`config.mk`:
```
export PLATFORM = sky130hd
export DESIGN_NAME = draw_write_arbiter
export DESIGN_NICKNAME = d
export VERILOG_FILES = /design/src/rtl/draw_write_arbiter.sv
export SDC_FILE = /design/constraint.sdc
export NUM_CORES = 1
export LEC_CHECK = 0
export ABC_AREA = 1
export CORE_MARGIN = 5
export CORE_UTILIZATION = 47
export CTS_CLUSTER_DIAMETER = 200
export DETAILED_ROUTE_END_ITERATION = 8
export HOLD_SLACK_MARGIN = 0.06
export PLACE_DENSITY = 0.85
export SYNTH_ARGS = -nofsm -noshare
export SYNTH_HDL_FRONTEND = slang
export SYNTH_SLANG_ARGS = --single-unit
```
`constraint.sdc`:
```
create_clock -name clk -period 3.3 [get_ports clk]
set_input_delay 0.66 -clock clk [delete_from_list [all_inputs] [get_ports clk]]
set_output_delay 0.66 -clock clk [all_outputs]
set_load 0.02 [all_outputs]
```
`src/rtl/draw_write_arbiter.sv`:
```
// rtl/draw_write_arbiter.sv - draw-source write bus arbiter feeding the framebuffer write port (optional clear: DRAW_WRITE_ARBITER_CLEAR_EN)
module draw_write_arbiter #(
    parameter int                     SOURCE_COUNT = 4,
    parameter int                     SEL_W        = 2,
    parameter int                     COLOR_DEPTH  = 9,
    parameter int                     FB_WIDTH     = 640,
    parameter int                     FB_HEIGHT    = 480,
    parameter int                     FB_ADDR_W    = 19,
    parameter int                     WAIT_TIMEOUT = 1024,
    parameter logic [COLOR_DEPTH-1:0] BG_COLOR     = '0
) (
    input  logic                   clk,
    input  logic                   resetN,
    input  logic                   frame,
    output logic [SEL_W-1:0]       write_source_sel,
    output logic                   write_awaited,
    input  logic                   write_active,
    input  logic [COLOR_DEPTH-1:0] write_color_data,
    input  logic                   write_transparent,
    input  logic [31:0]            write_x_addr,
    input  logic [31:0]            write_y_addr,
    output logic                   fb_we,
    output logic [FB_ADDR_W-1:0]   fb_addr,
    output logic [COLOR_DEPTH-1:0] fb_data,
    output logic                   busy,
    output logic                   frame_done,
    output logic                   frame_overrun,
    output logic                   source_timeout
);

    localparam int CNT_W = (WAIT_TIMEOUT > 1) ? $clog2(WAIT_TIMEOUT) : 1;
    localparam logic [CNT_W-1:0]     CNT_LAST = CNT_W'(WAIT_TIMEOUT - 1);
    localparam logic [SEL_W-1:0]     SEL_LAST = SEL_W'(SOURCE_COUNT - 1);
    localparam logic [FB_ADDR_W-1:0] FB_W_A   = FB_ADDR_W'(FB_WIDTH);

    typedef enum logic [2:0] {
        S_IDLE, S_CLEAR, S_GRANT, S_WAIT, S_STREAM, S_NEXT, S_DONE
    } state_t;

    state_t                 state_q, state_d;
    logic [SEL_W-1:0]       sel_q, sel_d;
    logic [CNT_W-1:0]       cnt_q, cnt_d;
    logic                   we_q, we_d;
    logic [FB_ADDR_W-1:0]   addr_q, addr_d;
    logic [COLOR_DEPTH-1:0] data_q, data_d;
    logic                   overrun_q, overrun_d;
    logic                   timeout_q, timeout_d;
    logic                   take_pixel;
    logic                   pix_ok;
    logic [FB_ADDR_W-1:0]   pix_addr;
`ifdef DRAW_WRITE_ARBITER_CLEAR_EN
    localparam logic [FB_ADDR_W-1:0] CLR_LAST = FB_ADDR_W'(FB_WIDTH * FB_HEIGHT - 1);
    logic [FB_ADDR_W-1:0]   clr_q, clr_d;
`endif

    // Pixel acceptance: sign bit clear rejects negatives, then bound against the screen
    always_comb begin
        pix_ok   = !write_transparent
                   && !write_x_addr[31] && (write_x_addr < 32'(FB_WIDTH))
                   && !write_y_addr[31] && (write_y_addr < 32'(FB_HEIGHT));
        pix_addr = write_y_addr[FB_ADDR_W-1:0] * FB_W_A + write_x_addr[FB_ADDR_W-1:0];
    end

    // Next-state, grant sequencing and write-port staging
    always_comb begin
        state_d    = state_q;
        sel_d      = sel_q;
        cnt_d      = cnt_q;
        we_d       = 1'b0;
        addr_d     = addr_q;
        data_d     = BG_COLOR;
        overrun_d  = overrun_q | (frame && (state_q != S_IDLE));
        timeout_d  = timeout_q;
        take_pixel = 1'b0;
`ifdef DRAW_WRITE_ARBITER_CLEAR_EN
        clr_d      = clr_q;
`endif
        case (state_q)
            S_IDLE: begin
                if (frame) begin
                    sel_d = '0;
`ifdef DRAW_WRITE_ARBITER_CLEAR_EN
                    clr_d   = '0;
                    state_d = S_CLEAR;
`else
                    state_d = S_GRANT;
`endif
                end
            end
            S_CLEAR: begin
`ifdef DRAW_WRITE_ARBITER_CLEAR_EN
                we_d   = 1'b1;
                addr_d = clr_q;
                data_d = BG_COLOR;
                if (clr_q == CLR_LAST) begin
                    state_d = S_GRANT;
                end else begin
                    clr_d = clr_q + FB_ADDR_W'(1);
                end
`else
                state_d = S_IDLE;
`endif
            end
            S_GRANT: begin
                cnt_d   = '0;
                state_d = S_WAIT;
            end
            S_WAIT: begin
                if (write_active) begin
                    take_pixel = 1'b1;
                    state_d    = S_STREAM;
                end else if (cnt_q == CNT_LAST) begin
                    timeout_d = 1'b1;
                    state_d   = S_NEXT;
                end else begin
                    cnt_d = cnt_q + CNT_W'(1);
                end
            end
            S_STREAM: begin
                if (write_active) begin
                    take_pixel = 1'b1;
                end else begin
                    state_d = S_NEXT;
                end
            end
            S_NEXT: begin
                if (sel_q == SEL_LAST) begin
                    sel_d   = '0;
                    state_d = S_DONE;
                end else begin
                    sel_d   = sel_q + SEL_W'(1);
                    state_d = S_GRANT;
                end
            end
            S_DONE: begin
                state_d = S_IDLE;
            end
            default: begin
                state_d = S_IDLE;
            end
        endcase
        if (take_pixel && pix_ok) begin
            we_d   = 1'b1;
            addr_d = pix_addr;
            data_d = write_color_data;
        end
    end

    // State and output registers; reset also flushes the pending write
    always_ff @(posedge clk) begin
        if (!resetN) begin
            state_q   <= S_IDLE;
            sel_q     <= '0;
            cnt_q     <= '0;
            we_q      <= 1'b0;
            addr_q    <= '0;
            data_q    <= '0;
            overrun_q <= 1'b0;
            timeout_q <= 1'b0;
`ifdef DRAW_WRITE_ARBITER_CLEAR_EN
            clr_q     <= '0;
`endif
        end else begin
            state_q   <= state_d;
            sel_q     <= sel_d;
            cnt_q     <= cnt_d;
            we_q      <= we_d;
            addr_q    <= addr_d;
            data_q    <= data_d;
            overrun_q <= overrun_d;
            timeout_q <= timeout_d;
`ifdef DRAW_WRITE_ARBITER_CLEAR_EN
            clr_q     <= clr_d;
`endif
        end
    end

    assign write_source_sel = sel_q;
    assign write_awaited    = (state_q == S_WAIT);
    assign busy             = (state_q == S_CLEAR) || (state_q == S_GRANT) || (state_q == S_WAIT)
                              || (state_q == S_STREAM) || (state_q == S_NEXT);
    assign frame_done       = (state_q == S_DONE);
    assign fb_we            = we_q;
    assign fb_addr          = addr_q;
    assign fb_data          = data_q;
    assign frame_overrun    = overrun_q;
    assign source_timeout   = timeout_q;

endmodule

```
==> impl_metrics.csv, run 1 <==
group,metric,value,unit
synthesis,yosysTopAreaCell,"dfxtp_1",
timing,period_needed,3.177,ns
setup_path,worst-setup-path-type,"in -> reg",
power_and_ir_drop,p_per_area,382.0,nW/um2
cells_and_area,area_delta_synth_final,46.66,%
floorplanning,start_util,47.83,%
timing,final_hold_viol_count,0,
timing,rsz0062_at_grt,"yes",
floorplanning,die_h,95.69,um
synthesis,synth_top_cell_area_share,26.69,%
floorplanning,dieArea,9156,um2
timing,tns,0,ns
setup_path,path_max_fanout,4,
clocking,cts.sinks,46,
clocking,insertion_delay,0.30,ns
synthesis,yosysMostFrequentCell,"nand2_1",
detailed_routing,vias_per_cell,4.959,
power_and_ir_drop,p_switching,0.0007306,W
setup_path,ff2ff_setup_slack,1.16,ns
floorplanning,io_pins,114,
detailed_routing,via_count,3853,
synthesis,synthArstFlopShare,0,%
synthesis,ys.warnings.count,0,
global_route,antenna_found_initial,0,
power_and_ir_drop,power_frac_seq,31.1,%
global_route,track_usage,20.81,%
timing,finalMaxSlewViolations,0,
run_status,outcome,"complete, no violations",
power_and_ir_drop,p_sw_share,37.79,%
detailed_routing,ant_nets,0,
setup_path,end_kind,"flip-flop",
synthesis,synth_area_per_cell,6.379,um2
cells_and_area,layout.nets,788,
synthesis,yosys_register_bits,46,
clocking,cts.path.max_buffers,2,
setup_path,startpoint_type,"input pin",
timing,fmax,314.7,MHz
placement,dp_hpwl,7.629,mm
power_and_ir_drop,p_int,0.001203,W
synthesis,synth_cells,541,
cells_and_area,num-fill-cells,577,
detailed_routing,first_iter_violations,173,
hold_path,hold_depth,2,
power_and_ir_drop,p_clk_share,21.6,%
synthesis,synth_ff_type,"dfxtp_1",
timing,relSlewSlack,72.19,%
synthesis,synth.distinct_cells,36,
synthesis,synth.area.top_cells,"dfxtp_1 27%, nand2_1 15%, ha_1 11%",
cells_and_area,drive_above_1_share,11.65,%
clocking,cts_tree,"yes",
floorplanning,num_rows,31,
power_and_ir_drop,p_leak,2.436,nW
hold_path,min_delay_worst_endpoint,"source_timeout$_SDFFE_PN0P_",
floorplanning,core,7214,um2
timing,finalCritPeriodShare,96.28,%
placement,io_buffer_count,113,
timing,worstMarginPinSlew,0.4140,ns
synthesis,yosys-top-cells-count,"141 x nand2_1, 100 x nor2_1, 79 x inv_1",
power_and_ir_drop,comb_power_share,47.2,%
floorplanning,die_x,95.69,um
cells_and_area,multi_input_area,2280,um2
placement,gp_congestion,0.9273,
synthesis,syn_area,3451,um2
timing,skew,0.01029,ns
setup_path,timing.rr.end,"cnt_q[6]$_SDFFE_PN0P_",
cells_and_area,final_util,70.15,%
global_route,overflow,0,
detailed_routing,wire_per_inst,12.51,um
hold_path,min_from,"source_timeout$_SDFFE_PN0P_",
global_route,grt_max_degree,25,
synthesis,ys_seq_area_share,26.69,%
cells_and_area,antenna_cells,0,
setup_path,worst_r2r_path_depth,8,
detailed_routing,detail_route.first_pass.iterations,4,
detailed_routing,drc_errors,0,
hold_path,min_path_type,"reg -> reg",
setup_path,required,3.53,ns
synthesis,synth_edf_count,0,
synthesis,synth_nets,652,
clocking,clk_pin_slew,0.09,ns
clocking,clock-root-buffer,"clkbuf_8",
clocking,cts_made_buffers,5,
power_and_ir_drop,ir_worst_vdd,0.2329,mV
timing,setup_viol,0,
global_route,first_global_vias,3767,
global_route,grt_first_pass_wirelength,15.55,mm
run,cap_violations,0,
cells_and_area,regArea,920.9,um2
detailed_routing,wirelength,9.722,mm
clocking,htreeDepth,2,
setup_path,cp_data_arrival_time,3.41,ns
setup_path,rr_startpoint,"cnt_q[0]$_SDFFE_PN0P_",
-- layout make-up --
| class | instances | share of cell area (%) |
|---|---|---|
| repair buffers | 137 | 25.98 |
| inverters | 82 | 6.180 |
| multi-input cells | 405 | 45.04 |
| clock buffers | 5 | 1.360 |
| well taps | 99 | 2.447 |
| clock inverters | 3 | 0.7911 |
| flip-flops and latches | 46 | 18.20 |
-- cell families after synthesis --
group,count (synthesis),synth area share [%]
AOI/OAI and AO/OA,53,8.304
xor gates and xnor gates,12,3.046
adders and majority gates,33,12.40
buffers and inverters,90,11.13
DFF,46,26.69
and+or+nand+nor,307,38.43
-- worst max-delay path: stages --
cell	delay, ns
clkdlybuf4s50_1	0.43
ha_1	0.33
inv_1	0.07
fa_2	0.39
inv_1	0.06
nand3_1	0.08
nand2_2	0.09
a31oi_1	0.08
xor2_1	0.15
ha_1	0.38
nand2_2	0.09
nor2_2	0.13
nand2_1	0.10
nand3_1	0.11
inv_1	0.05
nand2_1	0.06
nand2_1	0.05
a21oi_1	0.12
-- timing repair --
action,4_1_cts,5_1_grt
endpoints found under the setup margin,3,6
pin swaps,1,11
resized for setup,4,29
hold buffers,0,0
setup buffers,0,3
-- power groups by stage --
stage | logic (W) | registers, W | clock network, W
5_1_grt | 0.00102 | 0.000605 | 0.000449
3_5_place_dp | 0.000816 | 0.000615 | 0
4_1_cts | 0.000826 | 0.000602 | 0.000423
3_3_place_gp | 0.000794 | 0.000612 | 0
2_1_floorplan | 0.000530 | 0.000615 | 0
6_report | 0.000913 | 0.000602 | 0.000418
-- worst max-delay path by stage --
| stage | startpoint | endpoint | slack (ns) | cells past startpoint |
|---|---|---|---|---|
| 4_1_cts | write_y_addr[3] | fb_addr[17]$_SDFFE_PN0P_ | 0.005 | 20 |
| 2_1_floorplan | write_y_addr[1] | fb_addr[17]$_SDFFE_PN0P_ | 0.31 | 19 |
| 3_3_place_gp | write_y_addr[1] | fb_addr[17]$_SDFFE_PN0P_ | -0.25 | 20 |
| 5_1_grt | write_y_addr[5] | fb_addr[18]$_SDFFE_PN0P_ | -0.05 | 18 |
| 6_report | write_y_addr[4] | fb_addr[18]$_SDFFE_PN0P_ | 0.12 | 18 |
| 3_5_place_dp | write_y_addr[1] | fb_addr[17]$_SDFFE_PN0P_ | -0.38 | 20 |
-- layout by cell type, fill, tap and decap left out, types with 3 or more instances in the layout --
| cell type | synthesis | layout |
|---|---|---|
| a21oi_1 | 31 | 26 |
| a21oi_2 | 1 | 6 |
| buf_4 | 0 | 24 |
| clkbuf_8 | 0 | 5 |
| clkdlybuf4s50_1 | 0 | 110 |
| dfxtp_1 | 46 | 46 |
| ha_1 | 31 | 25 |
| ha_4 | 0 | 5 |
| inv_1 | 79 | 77 |
| inv_2 | 2 | 4 |
| nand2_1 | 141 | 137 |
| nand2_2 | 2 | 6 |
| nand3_1 | 34 | 32 |
| nand3_2 | 4 | 6 |
| nand4_1 | 11 | 11 |
| nor2_1 | 100 | 95 |
| nor2_2 | 2 | 6 |
| nor2_4 | 3 | 4 |
| nor3_1 | 4 | 4 |
| o21ai_0 | 12 | 12 |
| o21bai_1 | 4 | 3 |
| xnor2_1 | 5 | 5 |
| xor2_1 | 7 | 7 |
-- metal layers --
metal	track usage (%)	wire length, um	up-vias
li1	-	-	1970
met1	23.18	3805	1754
met2	38.91	5209	111
met3	4.025	488	18
met4	7.227	219	0
met5	0	0	-
-- through the flow --
stage	power, W	worst slack, ns	instances	instance area, um2	hold slack, ns
2_1_floorplan	0.001145	0.3145	541	3451	0.4866
3_3_place_gp	0.001406	-0.2455	766	4792	0.4465
3_5_place_dp	0.001430	-0.3797	766	4792	0.4737
4_1_cts	0.001851	0.004629	774	4907	0.4939
5_1_grt	0.002073	-0.04807	777	5061	0.5093
6_report	0.001933	0.1227	777	5061	0.4870
-- flip-flops by register name (all words and copies together) (netlist names) --
signal and cells:
fb_addr 19, cnt_q 10, fb_data 9, state_q 3, write_source_sel 2, fb_we 1, frame_overrun 1, source_timeout 1
Power figures use the tool's default switching activity.
==> run 2: changes to the inputs <==
- REMOVE_ABC_BUFFERS: default -> 1
==> impl_metrics.csv, run 2 (synthesis results as in run 1) <==
group,metric,value,unit
timing,worstMarginPinSlew,0.4073,ns
timing,tns,0,ns
setup_path,slowest_stage,"clkdlybuf4s50_1",
setup_path,required,3.50,ns
hold_path,min_from,"frame_overrun$_SDFF_PN0_",
floorplanning,num_rows,31,
placement,placed_cell_area,4800,um2
placement,dp_hpwl,7.868,mm
timing,fmax,314.1,MHz
timing,setup_viol,0,
setup_path,worst-setup-path-type,"in -> reg",
timing,finalMaxSlewViolations,0,
hold_path,hold_depth,2,
detailed_routing,wire_per_inst,12.59,um
setup_path,startpoint_type,"input pin",
cells_and_area,stdcell_count,775,
global_route,overflow,0,
clocking,insertion_delay,0.29,ns
cells_and_area,area_delta_synth_final,46.23,%
timing,skew,0.002790,ns
global_route,antenna_found_initial,0,
setup_path,cpMostUsedCell,"nand2_1",
global_route,grt_first_pass_wirelength,15.84,mm
clocking,cts.path.max_buffers,2,
setup_path,rr_startpoint,"cnt_q[0]$_SDFFE_PN0P_",
detailed_routing,vias_per_cell,4.911,
global_route,grt_max_degree,21,
timing,rsz0062_at_grt,"yes",
setup_path,timing.rr.end,"cnt_q[6]$_SDFFE_PN0P_",
clocking,cts_tree,"yes",
floorplanning,die_x,95.69,um
setup_path,path_max_fanout,5,
hold_path,min_path_type,"reg -> reg",
setup_path,ff2ff_setup_slack,1.22,ns
timing,finalCritPeriodShare,96.47,%
global_route,first_global_vias,3893,
detailed_routing,ant_nets,0,
placement,io_buffer_count,113,
timing,period_needed,3.183,ns
cells_and_area,antenna_cells,0,
cells_and_area,multi_input_area,2293,um2
cells_and_area,drive_above_1_share,11.24,%
clocking,htreeDepth,2,
detailed_routing,wirelength,9.759,mm
placement,dp.cells,767,
timing,fin_hold_ws,0.4889,ns
setup_path,worst_r2r_path_depth,8,
setup_path,cp_cell_sequence,"clkdlybuf4s50_1, ha_1, ha_4, a21oi_2, nand2_1, buf_4, xor2_1, ha_1, inv_1, o21bai_1, a21oi_2, nand3_1, nand2_1, nand2_1, nand2_1, nand2_1, inv_1",
cells_and_area,largest_reg_flops,19,
floorplanning,core,7214,um2
cells_and_area,layout.nets,787,
power_and_ir_drop,p_leak,2.438,nW
global_route,track_usage,21.29,%
clocking,cts.sinks,46,
run,cap_violations,0,
floorplanning,start_util,47.83,%
run_status,outcome,"complete, no violations",
detailed_routing,via_count,3806,
timing,fin_ws,0.1166,ns
detailed_routing,drc_errors,0,
timing,relSlewSlack,72.82,%
power_and_ir_drop,ir_worst_vdd,0.2562,mV
cells_and_area,regArea,920.9,um2
cells_and_area,stdcell_area,5046,um2
cells_and_area,layout_common_cells,"137 x nand2_1, 108 x clkdlybuf4s50_1, 95 x nor2_1",
clocking,clk_pin_slew,0.08,ns
cells_and_area,final_common_cell,"nand2_1",
cells_and_area,num-fill-cells,619,
setup_path,end_kind,"flip-flop",
timing,final_hold_viol_count,0,
floorplanning,die_h,95.69,um
clocking,cts_made_buffers,5,
floorplanning,io_pins,114,
setup_path,cp_data_arrival_time,3.38,ns
placement,dpl_worst_slack,-0.3585,ns
floorplanning,dieArea,9156,um2
setup_path,critical-path-max-stage-delay,0.53,ns
detailed_routing,first_iter_violations,103,
placement,gp_congestion,0.8356,
detailed_routing,detail_route.first_pass.iterations,4,
clocking,clock-root-buffer,"clkbuf_8",
power_and_ir_drop,p_per_area,362.2,nW/um2
hold_path,min_delay_worst_endpoint,"frame_overrun$_SDFF_PN0_",
-- run 2: worst max path at each step --
| stage | slack (ns) | endpoint | depth (start not counted) | start |
|---|---|---|---|---|
| final | 0.12 | fb_addr[17]$_SDFFE_PN0P_ | 17 | write_y_addr[4] |
| after global routing | -0.06 | fb_addr[18]$_SDFFE_PN0P_ | 17 | write_y_addr[7] |
| after CTS | 0.03 | fb_addr[16]$_SDFFE_PN0P_ | 17 | write_y_addr[5] |
| after detailed placement | -0.36 | fb_addr[17]$_SDFFE_PN0P_ | 20 | write_y_addr[1] |
| after global placement | -0.24 | fb_addr[17]$_SDFFE_PN0P_ | 20 | write_y_addr[1] |
| after floorplan | 0.31 | fb_addr[17]$_SDFFE_PN0P_ | 19 | write_y_addr[1] |
-- run 2: repair_timing --
item | in CTS | in global routing
hold buffers | 0 | 0
pin swaps | 1 | 9
buffers inserted | 1 | 0
setup endpoints to repair | 3 | 6
gates resized for setup | 3 | 33
-- run 2: metrics by stage --
step / util, % / power (W)
6_report: 69.94 / 0.001828
5_1_grt: 69.94 / 0.001971
4_1_cts: 67.85 / 0.001771
3_5_place_dp: 66.53 / 0.001435
3_3_place_gp: 66.53 / 0.001409
2_1_floorplan: - / 0.001121
-- run 2: where the power goes --
group	total (W)	switching, W	internal [W]
Combinational	0.000901	0.000505	0.000397
Clock	0.000324	0.000181	0.000142
Sequential	0.000603	0.0000288	0.000574
-- run 2: layout make-up --
| type | count | share of cell area, % |
|---|---|---|
| timing repair buffer | 136 | 26.08 |
| clock inverter | 2 | 0.1984 |
| sequential | 46 | 18.25 |
| clock buffer | 5 | 1.364 |
| multi-input combinational | 405 | 45.45 |
| inverter | 82 | 6.199 |
| tap | 99 | 2.455 |
-- run 2: critical path: cells and delay by family --
family,cells,cell delay (ns)
buf+inv,4,0.78
fa+ha+maj,3,0.94
simple gates,6,0.39
compound gates,3,0.47
xor+xnor,1,0.14
-- run 2: metal layers --
| layer | track usage, % | share of wire (%) | vias to the layer above |
|---|---|---|---|
| met3 | 5.367 | 5.5 | 20 |
| met4 | 6.043 | 2.0 | 0 |
| met1 | 22.47 | 40 | 1730 |
| met2 | 41.05 | 53 | 85 |
| li1 | - | - | 1971 |
| met5 | 0 | 0 | - |
==> run 3: changes to the inputs <==
- CORE_UTILIZATION: 47 -> 50
- CTS_CLUSTER_SIZE: default -> 8
- PLACE_DENSITY: 0.85 -> 0.89
- clock period: 3.3 -> 3.7 ns (I/O delays scaled with it)
==> impl_metrics.csv, run 3 (synthesis results as in run 1) <==
group,metric,value,unit
run,cap_violations,0,
setup_path,cp_top_family,"adder cells",
timing,fin_ws,0.2752,ns
detailed_routing,wire_per_inst,12.30,um
cells_and_area,layout.nets,767,
power_and_ir_drop,ir_worst_vdd,0.2516,mV
detailed_routing,drc_errors,0,
global_route,antenna_found_initial,0,
clocking,insertion_delay,0.31,ns
timing,skew,0.007702,ns
cells_and_area,area_delta_synth_final,37.53,%
clocking,cts.path.max_buffers,2,
run_status,outcome,"complete, no violations",
timing,rsz0062_at_grt,"no",
clocking,ctsHoldBuffers,0,
clocking,clk_pin_slew,0.08,ns
timing,setup_viol,0,
cells_and_area,drive_above_1_share,4.573,%
setup_path,cp_data_arrival_time,3.67,ns
cells_and_area,antenna_cells,0,
floorplanning,start_util,51.07,%
placement,io_buffer_count,113,
timing,finalMaxSlewViolations,0,
clocking,cts_resized,0,
placement,gp_congestion,0.8730,
clocking,cts_setup_buffers,0,
setup_path,required,3.94,ns
setup_path,critPathBufInv,4,
detailed_routing,detail_route.first_pass.iterations,5,
timing,period_needed,3.425,ns
timing,final_hold_viol_count,0,
floorplanning,core,6756,um2
setup_path,timing.rr.end,"cnt_q[5]$_SDFFE_PN0P_",
clocking,htreeDepth,2,
cells_and_area,final_util,70.24,%
detailed_routing,vias_per_cell,5.050,
floorplanning,io_pins,114,
cells_and_area,largest_reg_flops,19,
setup_path,path_max_fanout,4,
global_route,grt_first_pass_wirelength,15.18,mm
hold_path,min_path_type,"reg -> reg",
power_and_ir_drop,p_per_area,339.7,nW/um2
setup_path,worst_r2r_path_depth,8,
setup_path,end_kind,"flip-flop",
setup_path,startpoint_type,"input pin",
global_route,track_usage,21.21,%
timing,worstMarginPinSlew,0.4060,ns
hold_path,hold_depth,2,
detailed_routing,via_count,3717,
floorplanning,die_x,93.08,um
detailed_routing,wirelength,9.051,mm
detailed_routing,ant_nets,0,
detailed_routing,first_iter_violations,137,
setup_path,ff2ff_setup_slack,1.59,ns
cells_and_area,layout_common_cells,"141 x nand2_1, 113 x clkdlybuf4s50_1, 100 x nor2_1",
power_and_ir_drop,p_leak,2.309,nW
floorplanning,dieArea,8663,um2
hold_path,min_from,"source_timeout$_SDFFE_PN0P_",
floorplanning,num_rows,30,
global_route,first_global_vias,3606,
timing,fmax,292.0,MHz
clocking,cts.sinks,46,
setup_path,critical-path-max-stage-delay,0.46,ns
timing,relSlewSlack,72.91,%
global_route,grt_max_degree,25,
setup_path,worst-setup-path-type,"in -> reg",
floorplanning,die_h,93.08,um
timing,tns,0,ns
setup_path,cpMostUsedCell,"nand2_1",
hold_path,min_delay_worst_endpoint,"source_timeout$_SDFFE_PN0P_",
clocking,clock-root-buffer,"clkbuf_8",
global_route,overflow,0,
setup_path,rr_startpoint,"cnt_q[0]$_SDFFE_PN0P_",
setup_path,slowest_stage,"clkdlybuf4s50_1",
timing,finalCritPeriodShare,92.56,%
placement,dp_hpwl,7.560,mm
clocking,cts_made_buffers,5,
setup_path,cp_cell_sequence,"clkdlybuf4s50_1, ha_1, ha_1, inv_1, fa_1, inv_1, nand3_1, nand2_1, a31oi_1, xor2_1, ha_1, nand2_1, nor2_1, nand3_1, nand3_1, inv_1, nand2_1, nand2_1, a21oi_1",
clocking,cts_tree,"yes",
cells_and_area,final_common_cell,"nand2_1",
placement,dpl_worst_slack,-0.02039,ns
run 3: per-layer routing:
metal	GRT usage (%)	part of all wire (%)	wire, um	up-vias
met5	0	0	0	-
met4	5.495	1.0	95	0
met3	5.953	7.6	685	10
met2	39.77	52	4723	115
met1	23.31	39	3547	1660
li1	-	-	-	1932
run 3: final cells by class:
class / count / area (um2)
clock buffers: 6 / 82.58
clock inverters: 1 / 30.03
repair buffers: 116 / 1154
inverters: 82 / 312.8
well taps: 80 / 100.1
fillers: 570 / 2011
multi-input cells: 405 / 2146
flip-flops and latches: 46 / 920.9
run 3: worst max path at each step:
stage | startpoint | to | slack, ns | depth (start not counted)
global route | write_y_addr[1] | fb_addr[17]$_SDFFE_PN0P_ | 0.04 | 20
floorplan | write_y_addr[1] | fb_addr[17]$_SDFFE_PN0P_ | 0.63 | 19
finish | write_y_addr[1] | fb_addr[18]$_SDFFE_PN0P_ | 0.28 | 19
global placement | write_y_addr[1] | fb_addr[17]$_SDFFE_PN0P_ | 0.06 | 20
detailed placement | write_y_addr[1] | fb_addr[17]$_SDFFE_PN0P_ | -0.02 | 20
CTS | write_y_addr[1] | fb_addr[17]$_SDFFE_PN0P_ | 0.31 | 20
run 3: stage by stage:
stage	cell area, um2	cells	total power (W)	hold WS [ns]
6_report	4746	736	0.001612	0.4761
5_1_grt	4746	736	0.001729	0.5199
4_1_cts	4746	736	0.001619	0.4826
3_5_place_dp	4633	729	0.001233	0.4600
3_3_place_gp	4633	729	0.001209	0.4457
2_1_floorplan	3379	533	0.0009998	0.4899
run 3: where the power goes:
group	switching (W)	total [W]	internal, W
sequential	0.0000252	0.000537	0.000512
combinational	0.000405	0.000692	0.000288
clock	0.000167	0.000383	0.000216
run 3: worst reg2reg max path, cell delays in order (launching register included):
cell and delay, ns:
dfxtp_1 0.41, ha_1 0.25, inv_1 0.09, nor2_4 0.16, nand4_2 0.14, nand2_1 0.32, nand2_1 0.34, a21oi_1 0.24
nor2_1 0.06
